$ cat src/rtl/counter_pkg.sv
// Shared constants and helpers for the modulo counter.
// Mode encodings and prescaler width sizing.
package counter_pkg;

  localparam int MODE_WRAP     = 0;
  localparam int MODE_SATURATE = 1;

  // Bits needed to hold 0..v-1, never less than one.
  function automatic int clog2(input longint unsigned v);
    int r;
    r = 1;
    for (int i = 1; i < 63; i++) begin
      if ((64'd1 << i) < v) r = i + 1;
    end
    return r;
  endfunction

endpackage

$ cat src/rtl/modulo_counter_prescaler.sv
// Enabled-cycle divider for the modulo counter.
// tick marks the enabled cycle that completes a period.
module prescaler
  import counter_pkg::*;
#(
  parameter int PRESCALE = 1
) (
  input  logic clock,
  input  logic reset,
  input  logic clear,
  input  logic enable,
  output logic tick
);

  localparam int PW = clog2(longint'(PRESCALE));
  localparam logic [PW-1:0] LAST = PW'(PRESCALE - 1);

  logic [PW-1:0] cnt;

  assign tick = enable && (cnt == LAST);

  // Count enabled cycles, restarting after each tick.
  always_ff @(posedge clock) begin
    if (reset || clear) begin
      cnt <= '0;
    end else if (tick) begin
      cnt <= '0;
    end else if (enable) begin
      cnt <= cnt + 1'b1;
    end
  end

endmodule

$ cat src/rtl/modulo_counter.sv
// Up/down modulo counter with prescaler, load and clear.
// Wraps or saturates at range ends, flags end steps.
module modulo_counter
  import counter_pkg::*;
#(
  parameter int     WIDTH    = 5,
  parameter longint MODULUS  = 32,
  parameter int     PRESCALE = 1,
  parameter int     SATURATE = MODE_WRAP
) (
  input  logic             clock,
  input  logic             reset,
  input  logic             enable,
  input  logic             up,
  input  logic             clear,
  input  logic             load,
  input  logic [WIDTH-1:0] load_value,
  output logic [WIDTH-1:0] count,
  output logic             terminal,
  output logic             overflow,
  output logic             load_error
);

  if (WIDTH < 1 || WIDTH > 32) begin : g_bad_width
    $error("modulo_counter: WIDTH out of range");
  end
  if (MODULUS < 2 || MODULUS > (longint'(1) << WIDTH)) begin : g_bad_mod
    $error("modulo_counter: MODULUS out of range");
  end
  if (PRESCALE < 1 || PRESCALE > 65536) begin : g_bad_pre
    $error("modulo_counter: PRESCALE out of range");
  end

  localparam logic [WIDTH:0] MAXV = (WIDTH+1)'(MODULUS - 1);
  localparam logic [WIDTH-1:0] TOP = MAXV[WIDTH-1:0];
  localparam bit SAT = (SATURATE == MODE_SATURATE);

  logic             tick;
  logic [WIDTH:0]   ext;
  logic             at_top;
  logic             at_bot;
  logic             hit;
  logic             bad_load;
  logic [WIDTH-1:0] nxt;
  logic [WIDTH-1:0] load_cnt;

  prescaler #(
    .PRESCALE(PRESCALE)
  ) u_pre (
    .clock (clock),
    .reset (reset),
    .clear (clear | load),
    .enable(enable),
    .tick  (tick)
  );

  // Next step value and range-end detection, compared one bit wide
  // so MODULUS = 2**WIDTH cannot truncate.
  always_comb begin
    ext      = {1'b0, count};
    at_top   = (ext == MAXV);
    at_bot   = (ext == '0);
    hit      = up ? at_top : at_bot;
    nxt      = count;
    if (hit) begin
      if (!SAT) nxt = up ? '0 : TOP;
    end else begin
      nxt = up ? count + 1'b1 : count - 1'b1;
    end
    bad_load = ({1'b0, load_value} > MAXV);
    load_cnt = bad_load ? TOP : load_value;
  end

  // Priority: reset/clear, then load, then step, else hold.
  always_ff @(posedge clock) begin
    if (reset || clear) begin
      count      <= '0;
      terminal   <= 1'b0;
      overflow   <= 1'b0;
      load_error <= 1'b0;
    end else if (load) begin
      count    <= load_cnt;
      terminal <= 1'b0;
      if (bad_load) load_error <= 1'b1;
    end else if (tick) begin
      count    <= nxt;
      terminal <= hit;
      if (hit) overflow <= 1'b1;
    end else begin
      terminal <= 1'b0;
    end
  end

endmodule

$ cat config.mk
export PLATFORM = sky130hd
export DESIGN_NAME = modulo_counter
export DESIGN_NICKNAME = d
export VERILOG_FILES = /design/src/rtl/counter_pkg.sv /design/src/rtl/modulo_counter_prescaler.sv /design/src/rtl/modulo_counter.sv
export SDC_FILE = /design/constraint.sdc
export NUM_CORES = 1
export LEC_CHECK = 0
export CAP_MARGIN = 10
export CORE_AREA = 2 2 39 41
export DETAILED_ROUTE_END_ITERATION = 10
export DIE_AREA = 0 0 41 43
export PLACE_DENSITY = 0.83
export SETUP_SLACK_MARGIN = 0.1
export SYNTH_ARGS = -nofsm -noshare
export SYNTH_HDL_FRONTEND = slang
export SYNTH_HIERARCHICAL = 1
export SYNTH_SLANG_ARGS = --single-unit
export TNS_END_PERCENT = 10
$ cat constraint.sdc
create_clock -name clock -period 4.1 [get_ports clock]
set_input_delay 0.82 -clock clock [delete_from_list [all_inputs] [get_ports clock]]
set_output_delay 0.82 -clock clock [all_outputs]
set_load 0.03 [all_outputs]
* Word-level counts from Yosys, hierarchy flattened *
Cells that the tools add are included.

operators by class
  add/sub/neg operators = 3
  eq/ne operators = 1
  shift operators = 0
  reductions and logical operators = 8
  multipliers = 0
  $lt $le $gt $ge = 0
  muxes and demuxes = 6
  bitwise gates (word level) = 4
  divide/modulo/power cells = 0

operators by type and width
  operator               number
  $mux W5                5
  $add A5 B1 Y5 const B  1
  $eq A5 B5 Y1 const B   1
  $logic_not A5 Y1       1
  $sub A5 B1 Y5 const B  1
  $not A1 Y1             3
  $reduce_and A3 Y1      1
  $reduce_or A3 Y1       1
  $logic_or A1 B1 Y1     2
  $reduce_bool A2 Y1     1
  $reduce_or A2 Y1       1
  $add A1 B1 Y1 const B  1
  $logic_and A1 B1 Y1    1
  $mux W1                1
  $or A1 B1 Y1           1

storage, ports and cells
  latch bits = 0
  memory bits (writable) = 0
  register bits after elaboration = 8
  memories kept = 0
  logic and storage cells = 26
  memory bits (read-only) = 0
  input port bits = 11
  output and inout port bits = 8

* Longest topological paths before layout *
Gate-level depths: netlist of run 1.

  word-level depth = 5
  gate-level depth with buffers = 7
  depth with buffers taken out = 7

* By module *
Netlist of run 1, hierarchy kept.

by module, submodules not included
  module          cells each  seq. area each (um^2)  area each (um^2)  instances
  modulo_counter  60          140.1                  514.2             1
  prescaler       3           20.0                   41.3              1

* Worst setup path after synthesis of run 1 *
Ideal clock, no wire load.

  path kind = in2reg
  from = in up
  to = reg count[4]
  path buffers = 0
  path slack = 2.010 ns
  data arrival time = 2.001 ns
  stages on the path = 6
  cells stage by stage = fa_1 -> nand2b_1 -> a21oi_1 -> xnor2_1 -> o21a_1 -> o32ai_2

between the ends
  word-level cells in the longest chain between the ends = 4

RTL lines
  what                                   RTL line              text
  from (decl)                            modulo_counter.sv:14  input logic up,
  $mux W5, or another cell as far along  modulo_counter.sv:68  nxt = up ? count + 1'b1 : count - 1'b1;
  $mux W5 (*)                            modulo_counter.sv:65  if (hit) begin
  $mux W5 (*)                            modulo_counter.sv:85  end else if (tick) begin
  $mux W5 (*)                            modulo_counter.sv:81  end else if (load) begin
  to (signal assigned)                   modulo_counter.sv:82  count <= load_cnt;
  to (signal assigned)                   modulo_counter.sv:86  count <= nxt;
  to (decl)                              modulo_counter.sv:18  output logic [WIDTH-1:0] count,

Mark *: on every way between the ends. The rest lies on a longest branch, timed or not. The select of a mux whose other input is x is not followed.
A chain may end at the register's enable or synchronous reset.

* Worst setup path after layout of run 1 *
Same ends and word-level chain as after synthesis.

==> summary.txt, run 1 <==
STA
  – Final period utilization: 61.3%
  – Max Slew Vio Count: 0
  – Final setup violation count: 0
  – Maximum clock rate: 398 MHz
  – Clk_skew: 0.00291 ns
  – Fin. Hold Viols: 0
  – Fin crit period: 2.51 ns
  – Worst hold slack: 0.455 ns
  – Setup TNS Final: 0 ns
  – RSZ-0062 raised after global routing: no

Placed design
  – RePlAce Congestion: 0.774
  – Post-DP HPWL: 1.02 mm
  – # port buffers: 17

Floorplan
  – Die X: 41 um
  – I/O pins: 19
  – Die area: 1760 um2
  – Die height: 43 um
  – Site row count: 14
  – Initial cell density of the core: 40.1%
  – Core ar.: 1380 um2

Clocking
  – H-tree depth: 1
  – TritonCTS clock tree: yes
  – Post-CTS Setup Bufs: 0
  – Post-CTS Resized: 0
  – CTS Buffer Depth: 2
  – CTS Sinks: 8
  – Clk root buf: clkbuf_4
  – CTS Buf Count: 3
  – Clock Latency Late Sink: 0.25 ns
  – Hold buffers post-CTS: 0
  – Clock slew at reported path FFs: 0.05 ns

Detailed routing
  – Routed vias: 520
  – Routed length per instance: 12.8 um
  – Final ANT Viol Nets: 0
  – Router iterations before antenna repair: 3
  – Via density: 5.36
  – WL final: 1.24 mm
  – # DRC: 0
  – DR iter-0 viols: 2

Layout
  – Diode count: 0
  – Nets: 98
  – Leading cell type in the layout, fill and taps excluded: clkdlybuf4s50_1
  – Most frequent cells in the layout: 17 x clkdlybuf4s50_1, 8 x dfxtp_1, 6 x nor2_1, 6 x a21oi_1
  – Layout cells sized above 1: 13.6%
  – Syn-to-layout area delta: 35.6%

Yosys
  – Syn_nets: 78
  – Post-synthesis cell type count: 30
  – Yosys warnings: 6
  – Mapped Cells: 63
  – Mapped cell area: 556 um2
  – Number of synthesized flops with an enable pin: 0
  – Syn_area_per_cell: 8.82 um2
  – Sequential share of the synthesized area: 28.8%
  – FF+latch count, synth: 8
  – Top_reg_cell synth: dfxtp_1
  – Asr flop ratio synth: 0%

Global route
  – Antenna violations before repair: 0
  – Vias in the first global route: 560
  – Largest net degree at the start of global routing: 13
  – Grt total ovfl: 0
  – First-pass GRT wire length: 2.18 mm
  – Overall Global Routing Usage: 18.4%

Pwr
  – Leakage power: 0.286 nW
  – Peak supply drop: 0.000173 V
  – Power Density: 275 nW/um2

Worst setup path
  – CP cell instances: clkdlybuf4s50_1, fa_1, nand2b_1, a21oi_1, xnor2_1, o21a_1, o32ai_2
  – Slowest-stage cell, CP: clkdlybuf4s50_1
  – Worst Setup Start Kind: input port
  – Max Fanout on Critical Path: 5
  – Setup crit end kind: flop
  – Worst R2R Start: count[0]$_SDFFE_PP0P_
  – WP data arrival: 2.68 ns
  – Setup CP Type: in -> reg
  – Critical path's largest stage delay: 0.53 ns
  – Critical path required time: 4.26 ns
  – Critical Path Start: up

Min path
  – Hold Crit Start: overflow$_SDFFE_PP0P_
  – Worst Hold Class: reg -> reg

Status
  – Status: finished clean

Run
  – MaxCap Viol Count: 0
[sequential cells by signal, indices dropped and copies added, names as in the netlist]
| signal | flops |
|---|---|
| overflow | 1 |
| terminal | 1 |
| count | 5 |
| u_pre/cnt | 1 |
[worst paths after layout]
path,cells after the start,to,slack (ns)
setup / recovery,7,count[4]$_SDFFE_PP0P_,1.59
hold / removal,1,overflow$_SDFFE_PP0P_,0.45
setup reg to reg,7,count[4]$_SDFFE_PP0P_,2.20
hold reg to reg,1,overflow$_SDFFE_PP0P_,0.45
[synthesized netlist by cell type (all sizes together) (2+ instances only)]
master	number	share of area, %
nand2b	3	3.4
or2	2	2.3
nor2	6	4.1
a21o	2	2.7
a21oi	6	5.4
nand3	2	2.7
ha	3	6.8
o22ai	2	2.3
nand2	2	1.4
nor3b	2	2.7
buf	2	2.7
o21a	3	4.1
xnor2	3	4.7
dfxtp	8	29
nor3	2	2.7
inv	3	2.0
[report_power, final]
group          internal (mW)  switching, mW
clock                 0.0334         0.0257
combinational         0.0309         0.0320
sequential            0.0808        0.00419
[worst max-delay path: cells and delay by family]
kind | cells | cell delay [ns]
XOR/XNOR | 1 | 0.13
adder cells (fa/ha/maj) | 1 | 0.48
AND/OR/NAND/NOR | 1 | 0.17
AO/OA/AOI/OAI | 3 | 0.55
buffers and inverters | 1 | 0.53
[cell type report]
type,count,area (um2)
Clock buffer,3,22.5
Fill cell,127,631
Inverter,3,11.3
Multi-Input combinational cell,50,369
Sequential cell,8,160
Tap cell,16,20.0
Timing Repair Buffer,17,170
[through the flow]
step	util (%)	std cells	power, mW	setup slack (ns)	area (um2)
after detailed placement	52.8	94	0.149	1.35	731
after global routing	54.4	97	0.218	1.49	753
after global placement	52.8	94	0.147	1.43	731
after floorplan	-	63	0.126	2.01	556
final	54.4	97	0.207	1.59	753
after CTS	54.4	97	0.211	1.61	753
[layer usage]
layer / vias to the layer above / routed length (um) / GRT usage [%]
met3: 4 / 45 / 3.66
met1: 239 / 521 / 22.0
met2: 14 / 650 / 26.3
met4: 0 / 23 / 16.0
li1: 263 / - / -
met5: - / 0 / 0
[logic make-up (layout without fill, tap and decap cells)]
logic type / after synthesis / after routing / share of synthesized area (%)
AOI/OAI and AO/OA: 18 / 18 / 23.0
xor gates and xnor gates: 3 / 3 / 4.73
adders and majority gates: 4 / 4 / 10.4
buffers and inverters: 5 / 23 / 4.73
DFF: 8 / 8 / 28.8
other: 1 / 1 / 0.675
and+or+nand+nor: 24 / 24 / 27.7
Power figures use the tool's default switching activity.
==> run 2: changes to the inputs <==
--- a/config.mk
+++ b/config.mk
@@ -6,10 +6,9 @@
 export NUM_CORES = 1
 export LEC_CHECK = 0
 export CAP_MARGIN = 10
-export CORE_AREA = 2 2 39 41
+export CORE_UTILIZATION = 38
 export DETAILED_ROUTE_END_ITERATION = 10
-export DIE_AREA = 0 0 41 43
-export PLACE_DENSITY = 0.83
+export PLACE_DENSITY = 0.81
 export SETUP_SLACK_MARGIN = 0.1
 export SYNTH_ARGS = -nofsm -noshare
 export SYNTH_HDL_FRONTEND = slang
==> constraint.sdc (replaced) <==
create_clock -name clock -period 2.25 [get_ports clock]
set_input_delay 0.45 -clock clock [delete_from_list [all_inputs] [get_ports clock]]
set_output_delay 0.45 -clock clock [all_outputs]
set_load 0.03 [all_outputs]
==> run 2 against run 1 <==
Power grew 84%; via count is 2.9% higher; global-route usage is 0.24 points lower; register-to-register slack got worse by 1.8 ns; design area is 2.8% higher; critical path type unchanged; clock skew hardly changed; sequential share of layout area down 0.58 points.
==> summary.txt, run 2 (synthesized netlist as in run 1, its figures left out) <==
Worst setup path
  – Max Fanout on Critical Path: 3 (-2)
  – Critical path's largest stage delay: 0.47 ns (-0.06 ns)
  – Setup crit end kind: flop
  – CP cell instances: clkdlybuf4s50_1, fa_1, nand2b_1, a21oi_1, xnor2_1, o21a_1, o32ai_2
  – Delay-heaviest family, CP: compound AO/OA/AOI/OAI gates
  – Slowest-stage cell, CP: clkdlybuf4s50_1
  – Setup CP Type: in -> reg
  – Critical path required time: 2.42 ns (-1.84 ns)
  – Worst path bufs/invs: 1 (unchanged)
  – WP data arrival: 2.20 ns (-0.48 ns)
  – Worst Setup Start Kind: input port

Layout
  – Nets: 101 (+3.1%)
  – Number of fill cells: 136 (+7.1%)
  – Max FFs per register: 5 (unchanged)
  – Leading cell type in the layout, fill and taps excluded: clkdlybuf4s50_1
  – Layout cells sized above 1: 16.7% (+3.1 points)
  – Storage cell area: 160 um2 (unchanged)
  – Post-layout util: 58.1% (+3.6 points)
  – Area of the multi-input gates: 369 um2 (unchanged)
  – Most frequent cells in the layout: 17 x clkdlybuf4s50_1, 8 x dfxtp_1, 6 x nor2_1, 6 x a21oi_1
  – Final std cells w/o fill: 99 (+2.1%)
  – Diode count: 0 (unchanged)
  – Syn-to-layout area delta: 39.4%
  – Largest reg by FF count: count

Detailed routing
  – # DRC: 0 (unchanged)
  – Final ANT Viol Nets: 0 (unchanged)
  – DR iter-0 viols: 15 (+13)
  – WL final: 1.25 mm (+0.73%)
  – Via density: 5.40 (+0.81%)
  – Router iterations before antenna repair: 4 (+1)
  – Routed vias: 535 (+2.9%)
  – Routed length per instance: 12.6 um (-1.3%)

Clocking
  – Clk root buf: clkbuf_4
  – H-tree depth: 1 (unchanged)
  – CTS Buf Count: 3 (unchanged)
  – TritonCTS clock tree: yes
  – Clock Latency Late Sink: 0.25 ns (about the same)
  – Hold buffers post-CTS: 0 (unchanged)
  – Clock slew at reported path FFs: 0.05 ns (about the same)
  – CTS Sinks: 8 (unchanged)
  – CTS Buffer Depth: 2 (unchanged)
  – Post-CTS Setup Bufs: 0 (unchanged)
  – Post-CTS Resized: 0 (unchanged)

Floorplan
  – Die area: 1620 um2 (-8.2%)
  – Site row count: 13 (-1)
  – Core ar.: 1330 um2 (-3.6%)
  – Initial cell density of the core: 41.7% (+1.5 points)
  – Die height: 40.2 um (-6.4%)
  – I/O pins: 19 (unchanged)
  – Die X: 40.2 um (-1.9%)

Global route
  – Overall Global Routing Usage: 18.1% (-0.24 points)
  – GR Util met2: 33.5% (+7.2 points)
  – Grt met1 use: 20.1% (-1.9 points)
  – First-pass GRT wire length: 1.97 mm (-9.5%)
  – Grt total ovfl: 0 (unchanged)
  – Vias in the first global route: 514 (-8.2%)
  – GR peak layer: met2
  – Met3 Track Usage GR: 6.67% (+3.0 points)
  – Antenna violations before repair: 0 (unchanged)
  – Largest net degree at the start of global routing: 8 (-5)

Status
  – Status: finished clean

Pwr
  – Peak supply drop: 0.000336 V (+94%)
  – Power Density: 491 nW/um2 (+79%)
  – Internal Power: 0.268 mW (+84%)
  – Combinational power share: 30.8% (+0.4 points)
  – Clock power share: 28.5% (about the same)
  – Leakage power: 0.300 nW (+5.0%)
  – Psw: 0.113 mW (+82%)
  – Switch share: 29.6% (-0.27 points)
  – Sequential share of power: 40.8% (-0.3 points)

Placed design
  – # port buffers: 17 (unchanged)
  – Post-DP HPWL: 1.04 mm (+2.2%)
  – RePlAce Congestion: 0.797 (+3.0%)
  – DP Cell Count: 96 (+2.1%)

STA
  – Maximum clock rate: 491 MHz
  – Max Slew Vio Count: 0 (unchanged)
  – Fin crit period: 2.04 ns
  – Fin. Hold Viols: 0 (unchanged)
  – Clk_skew: 0.00308 ns (+0.000172 ns)
  – RSZ-0062 raised after global routing: no
  – Final period utilization: 90.5%
  – Final setup violation count: 0 (unchanged)

Min path
  – Worst Hold Class: reg -> reg

Run
  – MaxCap Viol Count: 0 (unchanged)
[run 2: cell count changes in the layout (fill, tap and decap cells not counted), sizes merged]
| cell | change |
|---|---|
| buf | +3 |
[run 2: cell type report]
| class | instances | share of cell area [%] |
|---|---|---|
| multi-input combinational | 50 | 47.7 |
| sequential | 8 | 20.7 |
| inverter | 3 | 1.45 |
| timing repair buffer | 20 | 24.9 |
| tap | 15 | 2.42 |
| clock buffer | 3 | 2.91 |
[run 2: power by group through the flow]
| stage | clock [mW] | combinational, mW | sequential (mW) |
|---|---|---|---|
| 3_3_place_gp | 0 | 0.115 | 0.158 |
| 4_1_cts | 0.112 | 0.117 | 0.155 |
| 3_5_place_dp | 0 | 0.117 | 0.158 |
| 2_1_floorplan | 0 | 0.0637 | 0.167 |
| 5_1_grt | 0.119 | 0.128 | 0.156 |
| 6_report | 0.108 | 0.117 | 0.155 |
[run 2: worst paths after layout]
check	startpoint	end	slack, ns	cells after the start
max	up	count[4]$_SDFFE_PP0P_	0.21	7
min	overflow$_SDFFE_PP0P_	overflow$_SDFFE_PP0P_	0.45	1
max reg2reg	count[0]$_SDFFE_PP0P_	count[4]$_SDFFE_PP0P_	0.37	7
min reg2reg	overflow$_SDFFE_PP0P_	overflow$_SDFFE_PP0P_	0.45	1
[run 2: routing by layer]
layer	part of all wire, %	wire length (um)
met2	50	620
met5	0	0
met4	0	0
met1	46	573
met3	4.3	54
[run 2: worst register-to-register path: stages (launching register included)]
cell	delay [ns]
dfxtp_1	0.43
inv_1	0.12
fa_1	0.42
nand2b_1	0.17
a21oi_1	0.17
xnor2_1	0.12
o21a_1	0.19
o32ai_2	0.18
[run 2: stage by stage]
stage	area, um2	setup slack (ns)	setup TNS [ns]	hold WS [ns]	total power [mW]
after CTS	774	0.212	0	0.458	0.384
after floorplan	556	0.297	0	0.474	0.230
final	774	0.213	0	0.454	0.380
after detailed placement	752	-0.0389	-0.0389	0.444	0.275
after global placement	752	0.0213	0	0.434	0.272
after global routing	774	0.131	0	0.469	0.403
==> run 3: changes to the inputs <==
--- a/config.mk
+++ b/config.mk
@@ -6,9 +6,11 @@
 export NUM_CORES = 1
 export LEC_CHECK = 0
 export CAP_MARGIN = 10
-export CORE_UTILIZATION = 38
+export CORE_AREA = 2 2 39 41
+export CTS_CLUSTER_SIZE = 20
 export DETAILED_ROUTE_END_ITERATION = 10
-export PLACE_DENSITY = 0.81
+export DIE_AREA = 0 0 41 43
+export PLACE_DENSITY = 0.83
 export SETUP_SLACK_MARGIN = 0.1
 export SYNTH_ARGS = -nofsm -noshare
 export SYNTH_HDL_FRONTEND = slang
==> constraint.sdc (replaced) <==
create_clock -name clock -period 2.55 [get_ports clock]
set_input_delay 0.51 -clock clock [delete_from_list [all_inputs] [get_ports clock]]
set_output_delay 0.51 -clock clock [all_outputs]
set_load 0.03 [all_outputs]
==> run 3 against run 2 <==
Utilization decreased by 3.1 points; sequential share of layout area up 0.37 points; critical path type unchanged; combinational power shrank 14%; flip-flop and latch count is the same; clock power is 9.8% lower; die area rose by 8.9%; global-route usage down 0.26 points; clock skew is 0.0014 ns higher.
==> summary.txt, run 3 (synthesized netlist as in run 1, its figures left out) <==
Placed design
  – # port buffers: 17 (unchanged)
  – Post-DP HPWL: 1.00 mm (-3.4%)
  – RePlAce Congestion: 0.776 (-2.7%)

Floorplan
  – Core ar.: 1380 um2 (+3.8%)
  – I/O pins: 19 (unchanged)
  – Site row count: 14 (+1)
  – Initial cell density of the core: 40.1% (-1.5 points)
  – Die X: 41 um (+1.9%)
  – Die height: 43 um (+6.9%)
  – Die area: 1760 um2 (+8.9%)

Worst setup path
  – Reg2reg end: count[4]$_SDFFE_PP0P_
  – Critical path's largest stage delay: 0.51 ns (+0.04 ns)
  – Slowest-stage cell, CP: clkdlybuf4s50_1
  – Worst r2r path cells: 7 (unchanged)
  – Critical path required time: 2.72 ns (+0.30 ns)
  – CP cell instances: clkdlybuf4s50_1, fa_1, nand2b_1, a21oi_1, xnor2_1, o21a_1, o32ai_2
  – Worst path bufs/invs: 1 (unchanged)
  – Setup CP Type: in -> reg
  – Max Fanout on Critical Path: 5 (+2)
  – Worst Setup Start Kind: input port
  – Setup crit end kind: flop
  – R2r setup slk: 0.69 ns (+0.32 ns)
  – WP data arrival: 2.30 ns (+0.10 ns)
  – Delay-heaviest family, CP: compound AO/OA/AOI/OAI gates
  – Worst R2R Start: count[0]$_SDFFE_PP0P_

Clocking
  – Clk root buf: clkbuf_4
  – Clock slew at reported path FFs: 0.06 ns (about the same)
  – CTS Buf Count: 3 (unchanged)
  – Post-CTS Setup Bufs: 0 (unchanged)
  – Post-CTS Resized: 0 (unchanged)
  – Hold buffers post-CTS: 0 (unchanged)
  – Clock Latency Late Sink: 0.25 ns (about the same)
  – CTS Sinks: 8 (unchanged)
  – H-tree depth: 1 (unchanged)
  – TritonCTS clock tree: yes
  – CTS Buffer Depth: 2 (unchanged)

STA
  – Clk_skew: 0.00444 ns (+0.00136 ns)
  – Max Slew Vio Count: 0 (unchanged)
  – Fin. Hold Viols: 0 (unchanged)
  – Maximum clock rate: 468 MHz
  – Final setup violation count: 0 (unchanged)
  – Setup TNS Final: 0 ns (unchanged)
  – RSZ-0062 raised after global routing: no
  – Final period utilization: 83.8%
  – Fin crit period: 2.14 ns

Global route
  – First-pass GRT wire length: 2.10 mm (+6.6%)
  – Antenna violations before repair: 0 (unchanged)
  – Grt total ovfl: 0 (unchanged)
  – Overall Global Routing Usage: 17.9% (-0.26 points)
  – Largest net degree at the start of global routing: 13 (+5)
  – Vias in the first global route: 506 (-1.6%)

Detailed routing
  – Router iterations before antenna repair: 4 (unchanged)
  – Final ANT Viol Nets: 0 (unchanged)
  – DR iter-0 viols: 6 (-9)
  – WL final: 1.23 mm (-1.4%)
  – Via density: 5.33 (-1.4%)
  – Routed vias: 522 (-2.4%)
  – Routed length per instance: 12.6 um (-0.44%)
  – # DRC: 0 (unchanged)

Layout
  – Nets: 99 (-2.0%)
  – Layout cells sized above 1: 14.6% (-2.0 points)
  – Max FFs per register: 5 (unchanged)
  – Diode count: 0 (unchanged)
  – Most frequent cells in the layout: 17 x clkdlybuf4s50_1, 8 x dfxtp_1, 6 x nor2_1, 6 x a21oi_1
  – Largest reg by FF count: count
  – Syn-to-layout area delta: 36.9%
  – Leading cell type in the layout, fill and taps excluded: clkdlybuf4s50_1

Min path
  – Worst Hold Class: reg -> reg
  – Hold EP: overflow$_SDFFE_PP0P_
  – Hold Crit Start: overflow$_SDFFE_PP0P_
  – WHS Path Cells: 1 (unchanged)

Run
  – MaxCap Viol Count: 0 (unchanged)

Pwr
  – Total power: 0.335 mW (-12%)
  – Power Density: 440 nW/um2 (-10%)
  – Leakage power: 0.291 nW (-3.2%)
  – Peak supply drop: 0.000260 V (-23%)

Status
  – Status: finished clean
-- run 3: report_power, final --
group	internal, mW	switching, mW
Clock	0.0539	0.0435
Sequential	0.130	0.00690
Combinational	0.0506	0.0500
-- run 3: layout make-up --
type | count | area [um2]
timing repair buffer | 18 | 178
tap | 16 | 20.0
inverter | 3 | 11.3
multi-input combinational | 50 | 369
fill | 132 | 623
clock buffer | 3 | 22.5
sequential | 8 | 160
-- run 3: through the flow --
| stage | hold WS, ns | std cells | cell area [um2] | setup slack, ns | utilization, % |
|---|---|---|---|---|---|
| finish | 0.475 | 98 | 761 | 0.413 | 55.0 |
| global route | 0.487 | 98 | 761 | 0.304 | 55.0 |
| CTS | 0.480 | 98 | 761 | 0.412 | 55.0 |
| detailed placement | 0.462 | 95 | 738 | 0.153 | 53.3 |
| global placement | 0.436 | 95 | 738 | 0.194 | 53.3 |
| floorplan | 0.474 | 63 | 556 | 0.597 | - |
-- run 3: how the worst max path moves through the flow --
stage,startpoint,endpoint,slack (ns),cells after the start
2_1_floorplan,count[0]$_SDFFE_PP0P_,count[4]$_SDFFE_PP0P_,0.60,7
4_1_cts,up,count[4]$_SDFFE_PP0P_,0.41,7
3_3_place_gp,up,count[4]$_SDFFE_PP0P_,0.19,7
6_report,up,count[4]$_SDFFE_PP0P_,0.41,7
3_5_place_dp,up,count[4]$_SDFFE_PP0P_,0.15,7
5_1_grt,up,count[3]$_SDFFE_PP0P_,0.30,8
-- run 3: layer usage --
metal	part of all wire, %	track usage (%)
met1	44	23.3
met2	50	26.6
met3	4.8	3.14
met4	0.89	10.0
met5	0	0
